$ cat config.mk
export PLATFORM = sky130hd
export DESIGN_NAME = coin_game_ctrl
export DESIGN_NICKNAME = d
export VERILOG_FILES = /design/src/rtl/coin_game_ctrl.sv
export SDC_FILE = /design/constraint.sdc
export NUM_CORES = 1
export LEC_CHECK = 0
export BUFFER_PORTS_ARGS = -buffer_cell sky130_fd_sc_hd__buf_4
export CAP_MARGIN = 20
export CORE_MARGIN = 3
export CORE_UTILIZATION = 45
export CTS_CLUSTER_DIAMETER = 50
export DETAILED_ROUTE_END_ITERATION = 10
export GPL_TIMING_DRIVEN = 0
export PLACE_DENSITY = 0.65
export SLEW_MARGIN = 20
export SYNTH_ARGS = -nofsm -noshare
export SYNTH_HDL_FRONTEND = slang
export SYNTH_SLANG_ARGS = --single-unit
$ cat constraint.sdc
create_clock -name clk -period 3 [get_ports clk]
set_clock_uncertainty 0.05 [all_clocks]
set_input_delay 0.6 -clock clk [delete_from_list [all_inputs] [get_ports clk]]
set_output_delay 0.6 -clock clk [all_outputs]
set_load 0.05 [all_outputs]
$ cat src/rtl/coin_game_ctrl.sv
`default_nettype none
// ============================================================================
// Module      : coin_game_ctrl
// Description : Round controller for the coin-collection game. Gates the coin,
//               keeps a saturating BCD score, runs a one-second BCD countdown
//               and ends the round as WIN (target reached) or LOSE (time out).
// Revision    : 1.0 - initial release
// ============================================================================
module coin_game_ctrl #(
    parameter int TICK_CYCLES  = 25000000,
    parameter int GAME_SECONDS = 60,
    parameter int TARGET_COINS = 20
) (
    input  logic       clk,
    input  logic       rst,
    input  logic       start,
    input  logic       reach_coin,
    output logic       coin_en,
    output logic [1:0] state,
    output logic [3:0] score_tens,
    output logic [3:0] score_ones,
    output logic [3:0] time_tens,
    output logic [3:0] time_ones,
    output logic       sec_tick,
    output logic       game_over,
    output logic       win
);

    localparam int            PW        = (TICK_CYCLES > 1) ? $clog2(TICK_CYCLES) : 1;
    localparam logic [PW-1:0] TICK_LAST = PW'(TICK_CYCLES - 1);
    localparam logic [3:0]    TIME_T0   = 4'(GAME_SECONDS / 10);
    localparam logic [3:0]    TIME_O0   = 4'(GAME_SECONDS % 10);
    localparam logic [3:0]    TGT_T     = 4'(TARGET_COINS / 10);
    localparam logic [3:0]    TGT_O     = 4'(TARGET_COINS % 10);

    typedef enum logic [1:0] {
        ST_IDLE = 2'd0,
        ST_PLAY = 2'd1,
        ST_WIN  = 2'd2,
        ST_LOSE = 2'd3
    } state_t;

    state_t        cur_state, nxt_state;
    logic [PW-1:0] presc, presc_nxt;
    logic [3:0]    sc_t, sc_o, tm_t, tm_o;
    logic [3:0]    sc_t_nxt, sc_o_nxt, tm_t_nxt, tm_o_nxt;
    logic          tick_nxt;
    logic          score_hit, time_up, tick_now, score_max;

    // Round-end conditions look at the registered (already updated) counters,
    // so a coin landing with the final tick is counted before the decision.
    assign score_hit = (sc_t == TGT_T) && (sc_o == TGT_O);
    assign time_up   = (tm_t == 4'd0) && (tm_o == 4'd0);
    assign tick_now  = (presc == TICK_LAST);
    assign score_max = (sc_t == 4'd9) && (sc_o == 4'd9);

    // State register.
    always_ff @(posedge clk or posedge rst) begin
        if (rst) begin
            cur_state <= ST_IDLE;
        end else begin
            cur_state <= nxt_state;
        end
    end

    // Next-state and datapath next values: prescaler, BCD countdown, BCD score.
    always_comb begin
        nxt_state = cur_state;
        presc_nxt = presc;
        sc_t_nxt  = sc_t;
        sc_o_nxt  = sc_o;
        tm_t_nxt  = tm_t;
        tm_o_nxt  = tm_o;
        tick_nxt  = 1'b0;
        case (cur_state)
            ST_PLAY: begin
                if (score_hit) begin
                    nxt_state = ST_WIN;
                    presc_nxt = '0;
                end else if (time_up) begin
                    nxt_state = ST_LOSE;
                    presc_nxt = '0;
                end else begin
                    if (tick_now) begin
                        presc_nxt = '0;
                        tick_nxt  = 1'b1;
                        // Time is known non-zero here, so the borrow never underflows.
                        if (tm_o == 4'd0) begin
                            tm_o_nxt = 4'd9;
                            tm_t_nxt = tm_t - 4'd1;
                        end else begin
                            tm_o_nxt = tm_o - 4'd1;
                        end
                    end else begin
                        presc_nxt = presc + PW'(1);
                    end
                    if (reach_coin && !score_max) begin
                        if (sc_o == 4'd9) begin
                            sc_o_nxt = 4'd0;
                            sc_t_nxt = sc_t + 4'd1;
                        end else begin
                            sc_o_nxt = sc_o + 4'd1;
                        end
                    end
                end
            end
            default: begin
                // IDLE, WIN and LOSE all restart the round on start; coins ignored.
                presc_nxt = '0;
                if (start) begin
                    nxt_state = ST_PLAY;
                    sc_t_nxt  = 4'd0;
                    sc_o_nxt  = 4'd0;
                    tm_t_nxt  = TIME_T0;
                    tm_o_nxt  = TIME_O0;
                end
            end
        endcase
    end

    // Datapath registers.
    always_ff @(posedge clk or posedge rst) begin
        if (rst) begin
            presc    <= '0;
            sc_t     <= 4'd0;
            sc_o     <= 4'd0;
            tm_t     <= TIME_T0;
            tm_o     <= TIME_O0;
            sec_tick <= 1'b0;
        end else begin
            presc    <= presc_nxt;
            sc_t     <= sc_t_nxt;
            sc_o     <= sc_o_nxt;
            tm_t     <= tm_t_nxt;
            tm_o     <= tm_o_nxt;
            sec_tick <= tick_nxt;
        end
    end

    assign state      = cur_state;
    assign coin_en    = (cur_state == ST_PLAY);
    assign game_over  = (cur_state == ST_WIN) || (cur_state == ST_LOSE);
    assign win        = (cur_state == ST_WIN);
    assign score_tens = sc_t;
    assign score_ones = sc_o;
    assign time_tens  = tm_t;
    assign time_ones  = tm_o;

endmodule
`default_nettype wire
==> results of run 1 <==
## critical path, delay by kind of cell, from the launching register on
kind / cells / cell delay (ps)
adder cells (fa/ha/maj): 1 / 180
AND/OR/NAND/NOR: 2 / 660
flip-flops: 1 / 410
AO/OA/AOI/OAI: 2 / 560
buffers and inverters: 2 / 440
## cell families (layout without fill, tap and decap cells)
| logic type | count (synthesis) | count (layout) | synth area share (%) |
|---|---|---|---|
| simple gates | 133 | 133 | 29.4 |
| flops | 44 | 44 | 44.7 |
| compound gates | 28 | 28 | 8.68 |
| xor+xnor | 23 | 23 | 8.17 |
| buf+inv | 20 | 54 | 3.15 |
| fa+ha+maj | 10 | 10 | 5.07 |
| mux | 2 | 2 | 0.812 |
## layout make-up
cell class                 instances  area (µm²)  share of cell area (%)
multi-input combinational        196        1280                    45.1
sequential                        44        1100                    38.7
timing repair buffer              26         215                    7.55
tap                               70        87.6                    3.07
clock buffer                       7        76.3                    2.68
inverter                          13        48.8                    1.71
buffer                             7        28.8                    1.01
clock inverter                     1        5.00                   0.176
## metrics by stage
| step | cell area [µm²] | setup slack [ps] | utilization [%] | cells | hold slack [ps] |
|---|---|---|---|---|---|
| floorplan | 2470 | 631 | - | 260 | 405 |
| global placement | 2740 | 536 | 52.7 | 355 | 433 |
| detailed placement | 2770 | 565 | 53.2 | 356 | 443 |
| global route | 2850 | 364 | 54.8 | 364 | 320 |
| finish | 2850 | 576 | 54.8 | 364 | 293 |
| CTS | 2850 | 560 | 54.8 | 364 | 307 |
## registers in the layout (all words and copies together), names as in the netlist
| register | flops |
|---|---|
| presc | 25 |
| score_ones | 4 |
| score_tens | 4 |
| time_ones | 4 |
| time_tens | 4 |
| state | 2 |
| sec_tick | 1 |
## worst max path at each step
stage,start,endpoint,slack [ps],cells past startpoint
global placement,time_ones[0],presc[7],540,7
finish,time_ones[0],presc[12],580,7
floorplan,time_ones[0],time_ones[3],630,7
CTS,time_ones[0],presc[7],560,7
global route,time_ones[0],presc[23],360,7
detailed placement,time_ones[0],presc[12],560,7
## cell usage after synthesis (all sizes together), types with 2 or more instances
library cell  number  area (µm²)
o41ai              2        17.5
clkbuf             5        18.8
nand2             21        81.3
or2                3        18.8
nor2              40         150
a41oi              2        17.5
nor2b              2        12.5
and4               4        35.0
buf                2        10.0
nand4             14        93.8
dfstp              2        52.6
nand3             22         110
and3               7        43.8
nor4               3        40.0
xor2              18         158
o21ai              5        25.0
xnor2              5        43.8
ha                10         125
o31ai              2        15.0
dfrtp             42        1050
inv               12        45.0
nor4b              4        56.3
o211ai             3        22.5
a22o               2        17.5
a21oi              2        10.0
nor3               6        30.0
mux2i              2        20.0
nor3b              3        22.5
a221oi             2        23.8
## layer usage
metal | share of wire (%) | track usage (%) | up-vias
met5 | 0 | 0 | -
met4 | 0 | 4.22 | 0
met3 | 3.7 | 4.29 | 0
met2 | 45 | 25.9 | 31
met1 | 51 | 27.4 | 955
li1 | - | - | 996
## cells in the final DEF (no fill, tap or decap), types with 3 or more instances in the layout
master	n
clkbuf_1	7
nor2_1	40
dfrtp_1	42
o21ai_0	4
and4_1	4
xnor2_1	5
ha_1	10
xor2_1	18
and3_1	7
nor3_1	6
nor3b_1	3
nand3_1	22
o211ai_1	3
or2_2	3
clkbuf_8	5
inv_1	11
nand2_1	20
buf_4	25
nand4_1	13
## power groups by stage
stage          clock (mW)  sequential (mW)  combinational (mW)
2_1_floorplan           0             1.07               0.459
3_3_place_gp            0            0.859               0.919
3_5_place_dp            0            0.864               0.931
4_1_cts             0.375            0.851               0.937
5_1_grt             0.405            0.880                1.02
6_report            0.360            0.853               0.932
==> metrics.log, run 1 <==
INFO  metric floorplan.die_area = 0.00640 mm²
INFO  metric finalNetCount = 307
INFO  metric max_slew.worst_pin.slew = 864 ps
INFO  metric combinationalPowerShare = 43.5%
INFO  metric ys.flop_type = dfrtp_1
INFO  metric clk_latency = 290 ps
INFO  metric ant_nets = 0
INFO  metric tritoncts = yes
INFO  metric ys_async_sr_fraction = 100%
INFO  metric hp-class = input port to asynchronous set/reset pin
INFO  metric final-hold-violation-count = 0
INFO  metric die_y_extent = 80.0 µm
INFO  metric groute.usage.overall = 18.1%
INFO  metric pwr-share-seq = 39.7%
INFO  metric synth-warning-count = 0
INFO  metric worst-endpoint-required = 3130 ps
INFO  metric worst_ir_drop_vdd = 0.000448 V
INFO  metric detailedRoute.firstIterationViolations = 98
INFO  metric routed_via_density = 5.45
INFO  metric slew_viol_final = 0
INFO  metric path_clk_slew = 80 ps
INFO  metric area_growth = 15.6%
INFO  metric run_status = finished clean
INFO  metric report.power.total = 2.15 mW
INFO  metric globalRoute.totalOverflow = 0
INFO  metric leakage = 1.30 nW
INFO  metric synth_fp_nets = 274
INFO  metric crit_path_max_fanout = 10
INFO  metric cts_resized = 0
INFO  metric reg2reg_slack = 580 ps
INFO  metric cap_violations = 0
INFO  metric first_global_vias = 1827
INFO  metric cts_max_level = 2
INFO  metric drt-total-wl = 5.20 mm
INFO  metric buffer_ports.inserted = 25
INFO  metric maxSlewHeadroom = 42.0%
INFO  metric die_width = 80.0 µm
INFO  metric fp-row-count = 26
INFO  metric i_o_pin_cnt = 26
INFO  metric first_pass_grt_wire_length = 9.09 mm
INFO  metric critical_path_arrival = 2550 ps
INFO  metric firstDrtPassIters = 4
INFO  metric globalplace.congestion = 0.859
INFO  metric initial_core_util = 47.4%
INFO  metric slowest_stage = nor3b_1
INFO  metric ys_seq_elements = 44
INFO  metric cts_post_setup_buffers_inserted = 0
INFO  metric setup.worst_path.start_class = flop
INFO  metric cts-buffers-inserted = 5
INFO  metric route.vias.total = 1982
INFO  metric remaining_drc_errors = 0
INFO  metric setup_tns = 0 ps
INFO  metric synth-edff-count = 0
INFO  metric layout-drive-gt1-share = 16.7%
INFO  metric crit_path_cell_trace = inv_1, ha_1, nor3b_1, a221oi_2, o21ai_1, buf_2, nor2_1
INFO  metric ff2ff_path_depth = 7
INFO  metric dp.final_hpwl = 3.78 mm
INFO  metric power-per-cell-area = 753 mW/mm²
INFO  metric setup.worst_path.end_class = flop
INFO  metric final.period_utilization = 80.8%
INFO  metric yosysUniqueCellTypes = 50
INFO  metric syn-mean-instance-area = 9.49 µm²
INFO  metric power.switching_fraction = 45.0%
INFO  metric clock.fmax = 413 MHz
INFO  metric critical_path.max_stage_delay = 590 ps
INFO  metric worstSetupPathType = flop to flop
INFO  metric fillerInstances = 498
INFO  metric cts_hold_buf = 0
INFO  metric gate_count_of_the_mapped_netlist = 260
INFO  metric p_clk_share = 16.8%
INFO  metric antenna_violations_before_repair = 0
INFO  metric core = 0.00520 mm²
INFO  metric finalSetupViolations = 0
INFO  metric routed_length_per_placed_instance = 14.3 µm
INFO  metric layout_min_cycle_time = 2420 ps
INFO  metric internal_portion_of_total_power = 1.18 mW
INFO  metric rsz0062_at_grt = false
INFO  metric r2r_start = time_ones[0]
INFO  metric antenna_cells = 0
INFO  metric post_synth_instance_area = 0.00247 mm²
INFO  metric regToRegEndpoint = presc[12]
INFO  metric grt_max_degree = 24
INFO  metric clock-root-buffer = clkbuf_8
INFO  metric p_switching = 0.965 mW
INFO  metric ys_seq_area_share = 44.7%
INFO  metric cts_num_sinks = 44
INFO  metric ctsLongestPathBuffers = 2
No activity file was read; power rests on OpenSTA's default activity.
==> run 2: changes to the inputs <==
PLACE_DENSITY = 0.67   (was 0.65)
clock period = 2 ns   (was 3 ns; I/O delays follow)
==> metrics.log, run 2 (synthesis results as in run 1) <==
INFO  metric grt_max_degree = 34
INFO  metric finalNetCount = 330
INFO  metric clock.fmax = 493 MHz
INFO  metric layout_min_cycle_time = 2030 ps
INFO  metric antenna_violations_before_repair = 0
INFO  metric floorplan.die_area = 0.00640 mm²
INFO  metric max_slew.worst_pin.slew = 492 ps
INFO  metric cts_max_level = 2
INFO  metric remaining_drc_errors = 0
INFO  metric first_global_vias = 2055
INFO  metric initial_core_util = 47.4%
INFO  metric drt-total-wl = 5.47 mm
INFO  metric leading_cell_type_in_the_layout_fill_and_taps_excluded = buf_4
INFO  metric largest-register = presc
INFO  metric worst-endpoint-required = 2170 ps
INFO  metric clk_latency = 300 ps
INFO  metric route.vias.total = 2082
INFO  metric largest_reg_flops = 25
INFO  metric hp-class = input port to flop
INFO  metric cts-buffers-inserted = 5
INFO  metric final.hold.worst_slack = 299 ps
INFO  metric final-seq-area = 0.00111 mm²
INFO  metric dp.final_hpwl = 3.69 mm
INFO  metric worst_hold_startpoint = start
INFO  metric ant_nets = 0
INFO  metric grtUsageMet1 = 24.4%
INFO  metric place.detailed.instances = 356
INFO  metric r2r_start = time_ones[1]
INFO  metric ctsLongestPathBuffers = 2
INFO  metric layout-drive-gt1-share = 34.7%
INFO  metric power-per-cell-area = 1180 mW/mm²
INFO  metric detailedRoute.firstIterationViolations = 47
INFO  metric rsz0062_at_grt = true
INFO  metric slew_viol_final = 0
INFO  metric setup.worst_path.end_class = flop
INFO  metric maxSlewHeadroom = 67.0%
INFO  metric fillerInstances = 446
INFO  metric first_pass_grt_wire_length = 9.34 mm
INFO  metric buffer_ports.inserted = 25
INFO  metric worstSetupPathType = flop to flop
INFO  metric violations = negative setup slack
INFO  metric globalRoute.totalOverflow = 0
INFO  metric crit_path_max_fanout = 4
INFO  metric fin_cells = 387
INFO  metric regToRegEndpoint = time_tens[0]
INFO  metric routed_length_per_placed_instance = 14.1 µm
INFO  metric final.period_utilization = 101%
INFO  metric area_growth = 31.6%
INFO  metric fp-row-count = 26
INFO  metric critical_path.startpoint = time_ones[1]
INFO  metric worst_ir_drop_vdd = 0.000579 V
INFO  metric finalSetupViolations = 6
INFO  metric setup.worst_path.start_class = flop
INFO  metric critical_path_arrival = 2200 ps
INFO  metric reg2reg_slack = -30 ps
INFO  metric die_y_extent = 80.0 µm
INFO  metric clock-root-buffer = clkbuf_8
INFO  metric antenna_cells = 0
INFO  metric layout.core_utilization = 62.3%
INFO  metric top_usage_layer = met2
INFO  metric path_clk_slew = 80 ps
INFO  metric routed_via_density = 5.38
INFO  metric leakage = 1.46 nW
INFO  metric report.power.total = 3.82 mW
INFO  metric layout.cells.most_common_list = buf_4, nor2_1, dfrtp_1
INFO  metric groute.layer.met2.usage = 29.5%
INFO  metric cts_num_sinks = 44
INFO  metric core = 0.00520 mm²
INFO  metric cap_violations = 0
INFO  metric area_of_the_multi_input_gates = 0.00144 mm²
INFO  metric use_met3 = 2.82%
INFO  metric i_o_pin_cnt = 26
INFO  metric tritoncts = yes
INFO  metric globalplace.congestion = 0.818
INFO  metric setup_tns = -87.7 ps
INFO  metric firstDrtPassIters = 4
INFO  metric run_status = finished, violations left
INFO  metric worst_slack = -30.0 ps
INFO  metric die_width = 80.0 µm
INFO  metric ff2ff_path_depth = 8
INFO  metric final-hold-violation-count = 0
INFO  metric setup.worst_path.end = time_tens[0]
INFO  metric groute.usage.overall = 18.5%
==> run 2: changes by cell type in the layout (fill, tap and decap cells not counted), sizes merged <==
cell	delta
dlygate4sd3	+1
bufinv	+1
buf	+21
clkbuf	+1
clkinv	-1
==> run 2: how the worst min path moves through the flow <==
stage / endpoint / slack (ps) / cells past startpoint
6_report: state[1] / 300 / 2
5_1_grt: state[1] / 320 / 2
4_1_cts: state[1] / 290 / 2
3_5_place_dp: sec_tick / 320 / 2
3_3_place_gp: presc[0] / 430 / 1
2_1_floorplan: presc[0] / 400 / 1
==> run 2: worst max-delay path, stage by stage, from the launching register on <==
cell      delay [ps]
dfrtp_2          430
inv_2             90
ha_4             140
or3b_4           400
a211oi_4         250
nor4b_4          270
buf_4            180
nand3_1           70
o21ai_0           70
==> run 2: what timing repair did <==
item                                    in CTS  in global routing
hold endpoints to repair                    11                  0
hold buffers                                 1                  0
endpoints found under the setup margin      37                 36
gates resized for setup                     13                 25
pin swaps                                    6                  9
buffers inserted                            11                 11
==> run 2: metal layers <==
layer	part of all wire, %	vias to the layer above
met5	0	-
met4	1.7	0
met2	48	39
li1	-	1040
met3	3.7	8
met1	47	995
==> run 2: layout make-up <==
class | instances | share of cell area, %
multi-input cells | 196 | 44.4
flip-flops and latches | 44 | 34.3
repair buffers | 49 | 11.9
clock buffers | 7 | 2.97
well taps | 70 | 2.70
inverters | 13 | 1.62
plain buffers | 7 | 1.23
clock inverters | 1 | 0.926
==> run 2: power by group <==
| group | switching (mW) | internal, mW |
|---|---|---|
| Clock | 0.310 | 0.441 |
| Sequential | 0.201 | 1.07 |
| Combinational | 1.09 | 0.715 |
| Total | 1.60 | 2.23 |
==> run 2: per-stage QoR <==
step,worst slack (ps),instance area (µm²)
finish,-30.0,3240
global route,-135,3240
CTS,-40.0,3080
detailed placement,-440,2800
global placement,-431,2780
floorplan,-170,2500
==> run 3: changes to the inputs <==
CORE_MARGIN = default   (was 3)
PLACE_DENSITY = 0.76   (was 0.67)
==> metrics.log, run 3 (synthesis results as in run 1) <==
INFO  metric i_o_pin_cnt = 26
INFO  metric finalSetupViolations = 3
INFO  metric remaining_drc_errors = 0
INFO  metric clk_latency = 300 ps
INFO  metric power-per-cell-area = 1160 mW/mm²
INFO  metric worst-endpoint-required = 2140 ps
INFO  metric clock-root-buffer = clkbuf_8
INFO  metric fp-row-count = 26
INFO  metric firstDrtPassIters = 4
INFO  metric slew_viol_final = 0
INFO  metric dpl-instance-area = 0.00280 mm²
INFO  metric globalplace.congestion = 0.801
INFO  metric antenna_violations_before_repair = 0
INFO  metric floorplan.die_area = 0.00578 mm²
INFO  metric path_delay_family = simple AND/OR/NAND/NOR gates
INFO  metric critical_path.max_stage_delay = 430 ps
INFO  metric final.hold.worst_slack = 295 ps
INFO  metric layout-drive-gt1-share = 31.6%
INFO  metric finalNetCount = 323
INFO  metric largest-register = presc
INFO  metric placement.setup.worst_slack = -478 ps
INFO  metric hold_path_depth = 2
INFO  metric postLayoutCellArea = 0.00318 mm²
INFO  metric layout_min_cycle_time = 2010 ps
INFO  metric cap_violations = 0
INFO  metric routed_via_density = 5.50
INFO  metric violations = negative setup slack
INFO  metric drt-total-wl = 5.68 mm
INFO  metric die_width = 76.0 µm
INFO  metric layout.cells.most_common_list = buf_4, nor2_1, dfrtp_1
INFO  metric final-hold-violation-count = 0
INFO  metric setup_tns = -20.0 ps
INFO  metric rsz0062_at_grt = true
INFO  metric globalRoute.totalOverflow = 0
INFO  metric run_status = finished, violations left
INFO  metric leakage = 1.44 nW
INFO  metric hp-class = input port to flop
INFO  metric buffer_ports.inserted = 25
INFO  metric worst_slack = -11.6 ps
INFO  metric groute.usage.overall = 20.2%
INFO  metric setup.worst_path.end_class = flop
INFO  metric first_pass_grt_wire_length = 9.36 mm
INFO  metric die_y_extent = 76.0 µm
INFO  metric area_growth = 28.9%
INFO  metric detailedRoute.firstIterationViolations = 80
INFO  metric ant_nets = 0
INFO  metric place.detailed.instances = 356
INFO  metric path_clk_slew = 80 ps
INFO  metric crit_path_max_fanout = 4
INFO  metric slowest_stage = dfrtp_2
INFO  metric first_global_vias = 2018
INFO  metric clock.fmax = 497 MHz
INFO  metric core = 0.00520 mm²
INFO  metric ff2ff_path_depth = 7
INFO  metric cts_max_level = 2
INFO  metric worstSetupPathType = flop to flop
INFO  metric initial_core_util = 47.4%
INFO  metric cts_num_sinks = 44
INFO  metric crit_path_cell_trace = inv_2, ha_4, or3b_4, a211oi_2, nor4b_4, o21ba_2, o21ai_1
INFO  metric layout.core_utilization = 61.1%
INFO  metric fin_cells = 380
INFO  metric worst_ir_drop_vdd = 0.000672 V
INFO  metric setup.worst_path.start_class = flop
INFO  metric cts-buffers-inserted = 5
INFO  metric largest_reg_flops = 25
INFO  metric critical_path_arrival = 2150 ps
INFO  metric tritoncts = yes
INFO  metric antenna_cells = 0
INFO  metric maxSlewHeadroom = 66.6%
INFO  metric leading_cell_type_in_the_layout_fill_and_taps_excluded = buf_4
INFO  metric routed_length_per_placed_instance = 14.9 µm
INFO  metric ctsLongestPathBuffers = 2
INFO  metric final.period_utilization = 101%
INFO  metric cp.depth = 7
INFO  metric max_slew.worst_pin.slew = 497 ps
INFO  metric route.vias.total = 2090
INFO  metric dp.final_hpwl = 3.65 mm
INFO  metric grt_max_degree = 35
INFO  metric cp_buf_inv_count = 1
INFO  metric report.power.total = 3.68 mW
[run 3: cell types whose count changed in the layout (fill, tap and decap cells not counted), sizes merged]
cell / delta
buf: -5
clkbuf: -3
clkinv: +1
[run 3: worst reg2reg max path: cells and delay by family (launching register included)]
| family | cells | cell delay, ps |
|---|---|---|
| buffers and inverters | 1 | 90 |
| flip-flops | 1 | 430 |
| adder cells (fa/ha/maj) | 1 | 140 |
| AO/OA/AOI/OAI | 3 | 490 |
| AND/OR/NAND/NOR | 2 | 700 |
[run 3: final cells by class]
class | instances | area [µm²]
multi-input cells | 196 | 1440
inverters | 13 | 50.0
fillers | 439 | 2030
well taps | 70 | 87.6
flip-flops and latches | 44 | 1110
plain buffers | 6 | 32.5
clock buffers | 6 | 72.6
clock inverters | 2 | 35.0
repair buffers | 43 | 345
[run 3: where the power goes]
part / leakage (nW) / total, mW / internal, mW / switching, mW
Sequential: 0.572 / 1.28 / 1.07 / 0.211
Combinational: 0.817 / 1.72 / 0.660 / 1.06
Clock: 0.0552 / 0.671 / 0.371 / 0.300
[run 3: per-layer routing]
layer	up-vias	global-route usage, %	wire length [µm]
li1	1027	-	-
met1	999	24.3	2440
met2	58	35.6	2930
met3	6	4.31	242
met4	0	7.50	60
met5	-	0	0
[run 3: worst paths after layout]
kind                              start            to  slack, ps
max                        time_ones[0]  time_tens[0]        -10
min                               start      state[1]        300
max reg2reg                time_ones[0]  time_tens[0]        -10
min reg2reg                    presc[0]      presc[0]        430
max in group asynchronous           rst  time_tens[1]        800
min in group asynchronous           rst  time_ones[2]        560
[run 3: repair_timing]
item,CTS,global route
resized for setup,12,24
endpoints found under the setup margin,38,37
pin swaps,6,9
hold buffers,1,0
endpoints found under the hold margin,10,0
buffers inserted,8,8
